### config.mk
export PLATFORM = sky130hd
export DESIGN_NAME = stream_reduce_flat
export DESIGN_NICKNAME = d
export VERILOG_FILES = /design/src/rtl/stream_reduce_if.sv /design/src/rtl/stream_reduce.sv /design/src/flat_wrapper.sv
export SDC_FILE = /design/constraint.sdc
export NUM_CORES = 1
export LEC_CHECK = 0
export CORE_AREA = 2 2 186 188
export DETAILED_ROUTE_END_ITERATION = 10
export DIE_AREA = 0 0 188 190
export PLACE_DENSITY = 0.52
export SLEW_MARGIN = 20
export SYNTH_ARGS = -nofsm -noshare
export SYNTH_HDL_FRONTEND = slang
export SYNTH_SLANG_ARGS = --single-unit
### constraint.sdc
create_clock -name clk -period 8.35 [get_ports clk]
set_clock_uncertainty 0.1 [all_clocks]
set_input_delay 1.67 -clock clk [delete_from_list [all_inputs] [get_ports clk]]
set_output_delay 1.67 -clock clk [all_outputs]
set_load 0.02 [all_outputs]
### src/rtl/stream_reduce_if.sv
// Handshake bundle for stream_reduce: start request, element stream and result channel.
// The master side is the pipeline around the reducer; the slave side is the reducer.
interface stream_reduce_if #(
    parameter int WIDTH = 32,
    parameter int CNT_W = 16
);
    logic             start_valid;
    logic             start_ready;
    logic [2:0]       start_op;
    logic [WIDTH-1:0] start_init;

    logic             in_valid;
    logic             in_ready;
    logic [WIDTH-1:0] in_data;
    logic             in_last;

    logic             out_valid;
    logic             out_ready;
    logic [WIDTH-1:0] out_data;
    logic [CNT_W-1:0] out_count;
    logic             out_ovf;

    modport master (
        output start_valid, start_op, start_init,
        output in_valid, in_data, in_last,
        output out_ready,
        input  start_ready, in_ready,
        input  out_valid, out_data, out_count, out_ovf
    );

    modport slave (
        input  start_valid, start_op, start_init,
        input  in_valid, in_data, in_last,
        input  out_ready,
        output start_ready, in_ready,
        output out_valid, out_data, out_count, out_ovf
    );
endinterface

### src/rtl/stream_reduce.sv
// Stream reducer: folds one list element per cycle into an accumulator using a per-transaction
// operation and initial value, then returns result, element count and sticky overflow.
module stream_reduce #(
    parameter int WIDTH       = 32,
    parameter int CNT_W       = 16,
    parameter bit SENTINEL_EN = 1'b1,
    parameter bit SAT         = 1'b0
) (
    input  logic           clk,
    input  logic           nrst,
    stream_reduce_if.slave bus
);
    // state | meaning
    // IDLE  | waiting for a transaction request, start_ready=1
    // RUN   | consuming elements, in_ready=1
    // DONE  | holding the result, out_valid=1 until out_ready
    typedef enum logic [1:0] {
        IDLE = 2'd0,
        RUN  = 2'd1,
        DONE = 2'd2
    } state_t;

    localparam logic [2:0] OP_MIN = 3'd1;
    localparam logic [2:0] OP_MAX = 3'd2;
    localparam logic [2:0] OP_AND = 3'd3;
    localparam logic [2:0] OP_OR  = 3'd4;
    localparam logic [2:0] OP_XOR = 3'd5;
    localparam logic [2:0] OP_CNT = 3'd6;

    localparam logic [WIDTH-1:0] S_MAX = {1'b0, {(WIDTH-1){1'b1}}};
    localparam logic [WIDTH-1:0] S_MIN = {1'b1, {(WIDTH-1){1'b0}}};
    localparam logic [WIDTH-1:0] ONE_W = {{(WIDTH-1){1'b0}}, 1'b1};
    localparam logic [CNT_W-1:0] ONE_C = {{(CNT_W-1){1'b0}}, 1'b1};

    state_t           state, state_nxt;
    logic [2:0]       op, op_nxt;
    logic [WIDTH-1:0] acc, acc_nxt;
    logic [CNT_W-1:0] count, count_nxt;
    logic             ovf, ovf_nxt;

    logic [WIDTH-1:0] sum, fold_val;
    logic             fold_ovf;
    logic             is_nil, is_term;

    // The nil marker only exists in sentinel mode; otherwise all-ones is ordinary data.
    assign is_nil  = SENTINEL_EN && (&bus.in_data);
    assign is_term = SENTINEL_EN ? is_nil : bus.in_last;

    always_comb begin
        sum      = acc + bus.in_data;
        fold_val = sum;
        fold_ovf = 1'b0;
        case (op)
            OP_MIN: fold_val = ($signed(bus.in_data) < $signed(acc)) ? bus.in_data : acc;
            OP_MAX: fold_val = ($signed(bus.in_data) > $signed(acc)) ? bus.in_data : acc;
            OP_AND: fold_val = acc & bus.in_data;
            OP_OR:  fold_val = acc | bus.in_data;
            OP_XOR: fold_val = acc ^ bus.in_data;
            OP_CNT: begin
                fold_val = acc + ONE_W;
                fold_ovf = &acc;
            end
            default: begin
                // SUM and the reserved code: signed overflow when operands agree in sign
                // but the result does not.
                fold_ovf = (acc[WIDTH-1] == bus.in_data[WIDTH-1]) &&
                           (sum[WIDTH-1] != acc[WIDTH-1]);
                if (SAT && fold_ovf) begin
                    fold_val = acc[WIDTH-1] ? S_MIN : S_MAX;
                end
            end
        endcase
    end

    always_comb begin
        state_nxt = state;
        op_nxt    = op;
        acc_nxt   = acc;
        count_nxt = count;
        ovf_nxt   = ovf;
        case (state)
            IDLE: begin
                if (bus.start_valid) begin
                    state_nxt = RUN;
                    op_nxt    = bus.start_op;
                    acc_nxt   = bus.start_init;
                    count_nxt = '0;
                    ovf_nxt   = 1'b0;
                end
            end
            RUN: begin
                if (bus.in_valid) begin
                    if (!is_nil) begin
                        acc_nxt = fold_val;
                        if (fold_ovf) begin
                            ovf_nxt = 1'b1;
                        end
                        if (&count) begin
                            ovf_nxt = 1'b1;
                        end else begin
                            count_nxt = count + ONE_C;
                        end
                    end
                    if (is_term) begin
                        state_nxt = DONE;
                    end
                end
            end
            DONE: begin
                if (bus.out_ready) begin
                    state_nxt = IDLE;
                end
            end
            default: state_nxt = IDLE;
        endcase
    end

    always_ff @(posedge clk) begin
        if (!nrst) begin
            state <= IDLE;
            op    <= 3'd0;
            acc   <= '0;
            count <= '0;
            ovf   <= 1'b0;
        end else begin
            state <= state_nxt;
            op    <= op_nxt;
            acc   <= acc_nxt;
            count <= count_nxt;
            ovf   <= ovf_nxt;
        end
    end

    assign bus.start_ready = (state == IDLE);
    assign bus.in_ready    = (state == RUN);
    assign bus.out_valid   = (state == DONE);
    assign bus.out_data    = acc;
    assign bus.out_count   = count;
    assign bus.out_ovf     = ovf;
endmodule
### src/flat_wrapper.sv
// flat-port wrapper written by rule: the top's interface ports become plain ports
module stream_reduce_flat 
#(
    parameter int WIDTH       = 32,
    parameter int CNT_W       = 16,
    parameter bit SENTINEL_EN = 1'b1,
    parameter bit SAT         = 1'b0
)
  (clk, nrst, bus_start_valid, bus_start_op, bus_start_init, bus_in_valid, bus_in_data, bus_in_last, bus_out_ready, bus_start_ready, bus_in_ready, bus_out_valid, bus_out_data, bus_out_count, bus_out_ovf);
  stream_reduce_if #(.WIDTH(WIDTH), .CNT_W(CNT_W)) bus_i ();
  input  logic clk;
  input  logic nrst;
  input wire logic [$bits(bus_i.start_valid)-1:0] bus_start_valid;
  input wire logic [$bits(bus_i.start_op)-1:0] bus_start_op;
  input wire logic [$bits(bus_i.start_init)-1:0] bus_start_init;
  input wire logic [$bits(bus_i.in_valid)-1:0] bus_in_valid;
  input wire logic [$bits(bus_i.in_data)-1:0] bus_in_data;
  input wire logic [$bits(bus_i.in_last)-1:0] bus_in_last;
  input wire logic [$bits(bus_i.out_ready)-1:0] bus_out_ready;
  output wire logic [$bits(bus_i.start_ready)-1:0] bus_start_ready;
  output wire logic [$bits(bus_i.in_ready)-1:0] bus_in_ready;
  output wire logic [$bits(bus_i.out_valid)-1:0] bus_out_valid;
  output wire logic [$bits(bus_i.out_data)-1:0] bus_out_data;
  output wire logic [$bits(bus_i.out_count)-1:0] bus_out_count;
  output wire logic [$bits(bus_i.out_ovf)-1:0] bus_out_ovf;
  assign bus_i.start_valid = bus_start_valid;
  assign bus_i.start_op = bus_start_op;
  assign bus_i.start_init = bus_start_init;
  assign bus_i.in_valid = bus_in_valid;
  assign bus_i.in_data = bus_in_data;
  assign bus_i.in_last = bus_in_last;
  assign bus_i.out_ready = bus_out_ready;
  assign bus_start_ready = bus_i.start_ready;
  assign bus_in_ready = bus_i.in_ready;
  assign bus_out_valid = bus_i.out_valid;
  assign bus_out_data = bus_i.out_data;
  assign bus_out_count = bus_i.out_count;
  assign bus_out_ovf = bus_i.out_ovf;
  stream_reduce #(.WIDTH(WIDTH), .CNT_W(CNT_W), .SENTINEL_EN(SENTINEL_EN), .SAT(SAT)) u_core (.clk(clk), .nrst(nrst), .bus(bus_i));
endmodule
Word level (Yosys, flattened, before mapping)
Cells that the tools add are included.

word-level totals
  register bits = 54
  bits in read-only memories = 0
  bits in writable memories = 0
  input port bits = 73
  memories kept = 0
  bits in latches = 0
  logic and storage cells = 68
  output and inout port bits = 52

cells by class
  add/subtract/negate cells = 3
  reductions and logical operators = 12
  equality and inequality tests = 19
  multiply operators = 0
  multiplexer cells = 24
  $lt $le $gt $ge = 2
  shift operators = 0
  divide/modulo/power cells = 0
  bitwise gates (word level) = 3

operators by type and width
  operator                 number
  $pmux W32 S6             1
  $mux W32                 5
  $mux W16                 4
  $pmux W32 S2             1
  $reduce_and A32 Y1       2
  $add A32 B1 Y32 const B  1
  $add A32 B32 Y32         1
  $and A32 B32 Y32         1
  $gt A32 B32 Y1           1
  $lt A32 B32 Y1           1
  $or A32 B32 Y32          1
  $pmux W16 S2             1
  $xor A32 B32 Y32         1
  $add A16 B1 Y16 const B  1
  $reduce_and A16 Y1       1
  $ne A2 B2 Y1 const B     5
  $reduce_and A5 Y1        2
  $eq A3 B3 Y1 const B     3
  $mux W2                  4
  $eq A3 B2 Y1 const B     2
  $ne A3 B2 Y1 const B     2
  $pmux W2 S3              1
  $reduce_and A6 Y1        1
  $mux W1                  5
  14 further kinds         15

Longest topological paths before layout
Gate-level depths: netlist of the first run.

  word-level depth = 9
  depth in mapped cells = 15

Worst setup path after synthesis of the first run
No wires, ideal clock.

  path kind = input -> register
  start = input port bus_in_data[28]
  end = register u_core.acc[3] (netlist: u_core.bus.out_data[3])
  arrival time = 4,413 ps
  stages = 14
  required time = 8,116 ps
  setup slack = 3,703 ps
  setup time = 134 ps
  path buffers = 3
  cells stage by stage = inv_1 ha_1 buf_6 or4_4 nor4_2 and4_1 o41ai_1 a31oi_4 a2111oi_4 or3_1 buf_2 buf_6 a211oi_1 a211oi_1

on the way
  cells in the longest elaborated chain, start to end = 3
  elaborated cells between the ends (all ways) = 7
  those cells by class = order compare: 2; eq/ne: 3; reduce/logical: 2

RTL lines
  element                                                               line                  text
  start: declaration                                                    flat_wrapper.sv:17    input wire logic [$bits(bus_i.in_data)-1:0] bus_in_data;
  $gt A32 B32 Y1, or another cell as far along                          stream_reduce.sv:55   OP_MAX: fold_val = ($signed(bus.in_data) > $signed(acc)) ? bus.in_data : acc;
  $ne A3 B2 Y1 (no source line) / $ne A2 B2 Y1 (equally long branches)  --
  $reduce_and A6 Y1 (no source line) *                                  --
  end signal: assignment                                                stream_reduce.sv:128  acc <= acc_nxt;
  end: declaration                                                      stream_reduce.sv:37   logic [WIDTH-1:0] acc, acc_nxt;

Mark *: on every way between the ends. The rest lies on a longest branch, timed or not.
A chain may end at the register's enable or synchronous reset.

Worst setup path after layout of the first run
  start = input port bus_in_data[28]
  end = register u_core.acc[21] (netlist: u_core.bus.out_data[21])

The elaborated chain is that of the path after synthesis.

==> results of run 1 <==
cell type report:
cell class / count / area [um2]
well taps: 455 / 569
inverters: 89 / 334
clock inverters: 2 / 16.3
fillers: 3706 / 24500
repair buffers: 138 / 1340
flip-flops and latches: 54 / 1080
clock buffers: 6 / 139
multi-input cells: 892 / 5950
worst min-delay path by stage:
stage | to | slack [ps] | cells past startpoint
6_report | u_core.op[2] | 390 | 2
5_1_grt | u_core.op[2] | 440 | 2
4_1_cts | u_core.op[2] | 400 | 2
3_5_place_dp | u_core.op[2] | 370 | 2
3_3_place_gp | u_core.op[2] | 370 | 2
2_1_floorplan | u_core.bus.out_data[18] | 460 | 2
state kept, by name (all words and copies together), names as in the netlist:
register and count:
u_core.state 2, u_core.bus.out_ovf 1, u_core.bus.out_count 16, u_core.bus.out_data 32, u_core.op 3
Yosys cell counts, drive strengths merged (7+ instances only):
cell / count
a21o: 7
clkbuf: 60
a21oi: 113
mux2i: 10
o21bai: 8
xor2: 15
o2111ai: 10
ha: 98
nor2b: 12
and2: 7
a31oi: 9
o221ai: 16
nor2: 108
nand3: 29
buf: 13
dfxtp: 54
o211ai: 16
a221oi: 16
inv: 88
o21ai: 73
or3: 8
a211oi: 31
nor3: 28
nor4: 18
nand4: 29
xnor2: 47
nand2: 105
nand2b: 7
a22oi: 11
cells in the final DEF, fill, tap and decap left out, types with 12 or more instances in the layout:
cell / n
clkdlybuf4s50_1: 123
a21oi_1: 112
nor2_1: 108
nand2_1: 105
ha_1: 98
inv_1: 88
o21ai_0: 72
dfxtp_1: 52
xnor2_1: 47
a211oi_1: 30
nand4_1: 29
nand3_1: 29
nor3_1: 27
nor4_1: 16
o211ai_1: 16
a221oi_1: 16
o221ai_1: 16
xor2_1: 15
buf_4: 15
nor2b_1: 12
routing by layer:
layer	global-route usage, %	vias to the layer above	wire length [um]
met5	0	-	0
met4	6.78	0	1090
met3	1.72	49	1790
met2	29.3	305	15200
met1	23.8	4121	14700
li1	-	4139	-
logic make-up (layout without fill, tap and decap cells):
kind of cell	after synthesis	in the layout	share of synthesized area, %
AO/OA/AOI/OAI	350	350	29.9
adder cells (fa/ha/maj)	99	99	16.3
AND/OR/NAND/NOR	370	370	22.8
XOR/XNOR	62	62	7.10
multiplexers	11	11	1.46
flip-flops	54	54	14.1
buffers and inverters	162	235	8.24
power breakdown:
group          total (uW)  internal [uW]  switching [uW]
logic                 594            231             364
registers             315            276            38.8
clock network         247            122             126
worst register-to-register path, stage by stage, from the launching register on:
cell and delay [ps]:
dfxtp_1 440, inv_1 160, ha_1 450, or4_4 610
nor4_2 370, and4_1 360, nand4_1 240, a2111oi_4 540
or3_1 350, buf_4 400, a2111oi_2 90, a31o_2 240
per-stage QoR:
step                      total power, uW  std cells  util, %
after floorplan                       693       1108        -
after global placement                903       1628     27.3
after detailed placement              906       1628     27.3
after CTS                            1160       1636     27.8
after global routing                 1230       1636     27.8
final                                1160       1636     27.8
==> impl_summary.log, run 1 <==
[metrics] fmax: roughly 0.17 GHz
[metrics] total die area: 35700 um2
[metrics] global-route wire length before repair: 49.1 mm
[metrics] ordered cell list for the critical path: clkdlybuf4s50_1 > inv_1 > ha_1 > or4_4 > nor4_2 > and4_1 > nand4_1 > a2111oi_4 > or3_1 > buf_4 > a2111oi_2 > a31o_2
[metrics] number of buffers added to fix hold violations after cts: 0
[metrics] Main synth FF type: dfxtp_1
[metrics] number of synthesized flops with an enable pin: 0
[metrics] final setup slack of the worst path: 2540 ps
[metrics] capturing instance or port of the critical path: u_core.bus.out_data[21]
[metrics] width of the die: 188 um
[metrics] maximum number of pins on one net before global-route repair: 59
[metrics] H-tree depth reported by CTS: 2
[metrics] number of slew-limit violations in the final report: 0
[metrics] worst slew slack as a fraction of its limit: between 30% and 40%
[metrics] count of antenna-violating nets left after detailed routing: 0
[metrics] clock sink count: 54
[metrics] Tot GR Track Use: between 10% and 20%
[metrics] total routed wirelength: 32.7 mm
[metrics] number of global-route vias before repair: 8115
[metrics] result of the run: completed
[metrics] clock transition at the registers of the reported paths: 90 ps
[metrics] starting density of the core: between 20% and 30%
[metrics] number of warning messages in the yosys log: 0
[metrics] port bufs: around 120
[metrics] number of antenna cells inserted: 0
[metrics] final period demand of the worst path: 5810 ps
[metrics] combined area of all synthesized cells: 7650 um2
[metrics] Seq/Total Area, Yosys: between 10 and 15%
[metrics] Final #Nets: 1352
[metrics] CP Capture Type: flip-flop
[metrics] clock insertion delay at the later pin of the skew report: 330 ps
[metrics] number of hold violations in the final report: 0
[metrics] Synth Instances: ~1100
[metrics] biggest area consumer among synthesized cells: ha_1
[metrics] number of buffers inserted during clock tree synthesis: 5
[metrics] total leakage power: 0.00348 uW
[metrics] Core Region: 33900 um2
[metrics] data required time of the worst path: 8470 ps
[metrics] total number of vias: ~8600
[metrics] post-place instance area: 9280 um2
[metrics] max-cap violation count: 0
[metrics] worst-case clock buffer depth: 2
[metrics] cell depth of the worst flop-to-flop path: 11
[metrics] share of synthesized flip-flops with an asynchronous set or reset: 0%
[metrics] # Post-CTS Setup Buffers: 0
[metrics] leading post-synthesis cells by cell area: ha_1, dfxtp_1, a21oi_1, xnor2_1, nor2_1
[metrics] count of standard-cell rows: 68
[metrics] cell family contributing the most delay on the critical path: simple AND/OR/NAND/NOR gates
[metrics] DR DRC count: 0
[metrics] global route overflow: 0
[metrics] Top-Level Pins: 125
[metrics] library cell used as clock root buffer: clkbuf_16
[metrics] library cells used by synthesis: 67
[metrics] hpwl dp: 24.4 mm
[metrics] peak supply drop: 0.0863 mV
[metrics] number of cells on the critical path: 12
[metrics] capturing point of the worst reg2reg path: u_core.bus.out_data[21]
[metrics] worst hold path class: reg2reg
[metrics] crit share post-route: about 70%
[metrics] Pre-antenna DRT Iters: 5
[metrics] transition time at the pin with the least slew margin: 988 ps
[metrics] post-CTS resize count: 0
[metrics] setup repair after global routing missed its margin: no
[metrics] P&R area growth vs syn: 23.3%
[metrics] Worst Min Path Start: u_core.op[2]
[metrics] routed wirelength normalized by instance count: between 20 and 25 um
[metrics] Post-Place Setup Slack: 2220 ps
[metrics] initial detailed-routing violation count: 889
[metrics] buffers and inverters on the worst path: 3
[metrics] final setup fails: 0
[metrics] start-to-end type of the worst setup path: in2reg
[metrics] Post-Syn Area per Cell: 6.91 um2
[metrics] worst hold slack across all endpoints: 391 ps
[metrics] Worst path max stage delay: 610 ps
[metrics] critical path launch point: bus_in_data[28]
[metrics] startpoint kind of the worst setup timing path: primary input
[metrics] routability congestion estimate: about 0.9
[metrics] vertical die dimension: roughly 190 um
[metrics] number of register bits inferred by synthesis: 54
[metrics] maximum net fanout on the critical path: 25
[metrics] via-per-instance ratio: 5.27
[metrics] total negative setup slack: 0 ps
[metrics] fraction of final layout cells sized beyond drive strength 1: 3.64%
[metrics] internal reg-to-reg setup slack: 3890 ps
[metrics] arrival time reported for the critical path endpoint: 5930 ps
[metrics] number of antenna violations at the first check in global routing: 0
[metrics] power per unit of standard cell area: 123 nW/um2
[metrics] synthesized netlist net count: 1280
[metrics] final non-filler cell area: 9440 um2
[metrics] clock tree from TritonCTS: done
[metrics] CP max-delay cell: or4_4
[metrics] startpoint of the most critical register-to-register path: u_core.bus.out_data[28]
[metrics] area share of the largest cell type after synthesis: 16.0%
No activity file was read; power rests on OpenSTA's default activity.
==> inputs of run 2 (changes only) <==
==> constraint.sdc (replaced) <==
create_clock -name clk -period 5.4 [get_ports clk]
set_clock_uncertainty 0.1 [all_clocks]
set_input_delay 1.08 -clock clk [delete_from_list [all_inputs] [get_ports clk]]
set_output_delay 1.08 -clock clk [all_outputs]
set_load 0.02 [all_outputs]
==> run 2 against run 1 <==
Against the previous run: die area did not move; core utilization up 0.68 points; register-to-register slack got worse by 2500 ps; final area grew 2.5%; clock power rose by 48%; hold slack improved by 16 ps; combinational power is 61% higher; flip-flop and latch count stayed put; global-route usage rose by 0.74 points; cell count rose by 1.8%; first-iteration DRC count shrank 11%; via count is 0.50% higher.
==> impl_summary.log, run 2 (synthesis gave the netlist of run 1 again) <==
[metrics] P&R area growth vs syn: 26.4%
[metrics] maximum number of pins on one net before global-route repair: 48 (-19%)
[metrics] hpwl dp: 25.4 mm (+4.4%)
[metrics] power per unit of standard cell area: 188 nW/um2 (+53%)
[metrics] count of standard-cell rows: 68 (unchanged)
[metrics] setup repair after global routing missed its margin: no
[metrics] startpoint of the most critical register-to-register path: u_core.bus.out_data[9]
[metrics] width of the die: 188 um (unchanged)
[metrics] worst hold slack across all endpoints: 408 ps (+16.1 ps)
[metrics] CP Capture Type: flip-flop
[metrics] number of buffers added to fix hold violations after cts: 0 (unchanged)
[metrics] CP max-delay cell: o41ai_1
[metrics] DR DRC count: 0 (unchanged)
[metrics] crit share post-route: 86.8%
[metrics] library cell used as clock root buffer: clkbuf_16
[metrics] Worst path max stage delay: 690 ps (+80 ps)
[metrics] routed wirelength normalized by instance count: 20.2 um (+1.1%)
[metrics] peak supply drop: 0.125 mV (+45%)
[metrics] result of the run: completed
[metrics] global-route wire length before repair: 50.7 mm (+3.3%)
[metrics] total leakage power: 0.00362 uW (+4.1%)
[metrics] # Post-CTS Setup Buffers: 0 (unchanged)
[metrics] total negative setup slack: 0 ps (unchanged)
[metrics] post-place instance area: 9530 um2 (+2.7%)
[metrics] max-cap violation count: 0 (unchanged)
[metrics] routability congestion estimate: 0.961 (+3.7%)
[metrics] cell depth of the worst min-delay path: 2 (unchanged)
[metrics] total routed wirelength: 33.7 mm (+2.9%)
[metrics] number of hold violations in the final report: 0 (unchanged)
[metrics] worst hold path class: reg2reg
[metrics] final period demand of the worst path: approximately 4700 ps
[metrics] ordered cell list for the critical path: clkdlybuf4s50_1 > inv_1 > ha_1 > inv_1 > o21ai_0 > a21oi_1 > o41ai_1 > a31oi_4 > a2111oi_4 > or3_1 > buf_12 > a211oi_1 > a211oi_1
[metrics] Worst Min Path Start: u_core.bus.out_data[18]
[metrics] transition time at the pin with the least slew margin: 1040 ps (+53.9 ps)
[metrics] port bufs: 123 (unchanged)
[metrics] leading cell type in the layout, fill and taps excluded: clkdlybuf4s50_1
[metrics] H-tree depth reported by CTS: 2 (unchanged)
[metrics] clock sink count: 54 (unchanged)
[metrics] total number of vias: 8657 (+0.50%)
[metrics] arrival time reported for the critical path endpoint: 4820 ps (-1110 ps)
[metrics] Tot GR Track Use: 18.5% (+0.74 points)
[metrics] number of antenna violations at the first check in global routing: 1 (+1)
[metrics] max FFs per register: 32 (unchanged)
[metrics] worst slew slack as a fraction of its limit: 30.0% (-4.0 points)
[metrics] starting density of the core: 22.5% (unchanged)
[metrics] Top-Level Pins: 125 (unchanged)
[metrics] clock insertion delay at the later pin of the skew report: 330 ps (about the same)
[metrics] critical path launch point: bus_in_data[12]
[metrics] start-to-end type of the worst setup path: in2reg
[metrics] commonest cells after routing, fill and taps aside: clkdlybuf4s50_1, a21oi_1, nor2_1, nand2_1, ha_1
[metrics] fraction of final layout cells sized beyond drive strength 1: 5.87% (+2.2 points)
[metrics] via-per-instance ratio: 5.20 (-1.3%)
[metrics] utilization after layout: 28.5% (+0.68 points)
[metrics] vertical die dimension: 190 um (unchanged)
[metrics] number of buffers inserted during clock tree synthesis: 5 (unchanged)
[metrics] initial detailed-routing violation count: 790 (-11%)
[metrics] global route overflow: 0 (unchanged)
[metrics] Pre-antenna DRT Iters: 5 (unchanged)
[metrics] post-CTS resize count: 0 (unchanged)
[metrics] data required time of the worst path: 5540 ps (-2930 ps)
[metrics] startpoint kind of the worst setup timing path: primary input
[metrics] maximum net fanout on the critical path: 23 (-8.0%)
[metrics] number of slew-limit violations in the final report: 0 (unchanged)
[metrics] Core Region: 33900 um2 (unchanged)
[metrics] count of antenna-violating nets left after detailed routing: 0 (unchanged)
[metrics] number of global-route vias before repair: 8139 (+0.30%)
[metrics] cell depth of the worst flop-to-flop path: 12 (+1)
[metrics] clock tree from TritonCTS: done
[metrics] Final #Nets: 1382 (+2.2%)
[metrics] final setup fails: 0 (unchanged)
[metrics] total die area: 35700 um2 (unchanged)
[metrics] final non-filler cell area: 9670 um2 (+2.5%)
[metrics] clock transition at the registers of the reported paths: 90 ps (about the same)
[metrics] worst-case clock buffer depth: 2 (unchanged)
[metrics] fmax: 0.213 GHz
-- run 2: worst max-delay path, delay by kind of cell --
kind / cells / cell delay, ps
AO/OA/AOI/OAI: 7 / 2010
adder cells (fa/ha/maj): 1 / 440
AND/OR/NAND/NOR: 1 / 250
buffers and inverters: 4 / 1020
-- run 2: metal layers --
layer / global-route usage, % / share of wire, % / wire length (um) / vias to the layer above
met5: 0 / 0 / 0 / -
met4: 7.36 / 3.1 / 1030 / 0
met3: 2.67 / 5.3 / 1790 / 52
met2: 30.3 / 46 / 15600 / 317
met1: 24.3 / 45 / 15300 / 4109
li1: - / - / - / 4179
-- run 2: layout make-up --
type,instances,area (um2)
Antenna cell,1,2.50
Clock buffer,5,125
Clock inverter,2,15.0
Fill cell,3741,24300
Inverter,89,334
Multi-Input combinational cell,892,5940
Sequential cell,54,1080
Tap cell,455,569
Timing Repair Buffer,168,1590
-- run 2: report_power, final --
group	leakage (uW)	switching [uW]	internal (uW)
Sequential	0.000443	66.1	427
Combinational	0.00312	571	386
Clock	0.0000619	194	171
-- run 2: final timing paths --
path | to | slack (ps)
hold reg to reg | u_core.bus.out_data[18] | 410
setup reg to reg | u_core.bus.out_data[5] | 1390
setup / recovery | u_core.bus.out_data[5] | 710
hold / removal | u_core.bus.out_data[18] | 410
-- run 2: metrics by stage --
stage	setup WS (ps)	std cells	power, uW
after floorplan	1340	1108	1070
after global placement	382	1658	1440
after detailed placement	366	1658	1440
after CTS	711	1665	1820
after global routing	505	1666	1930
final	714	1666	1820
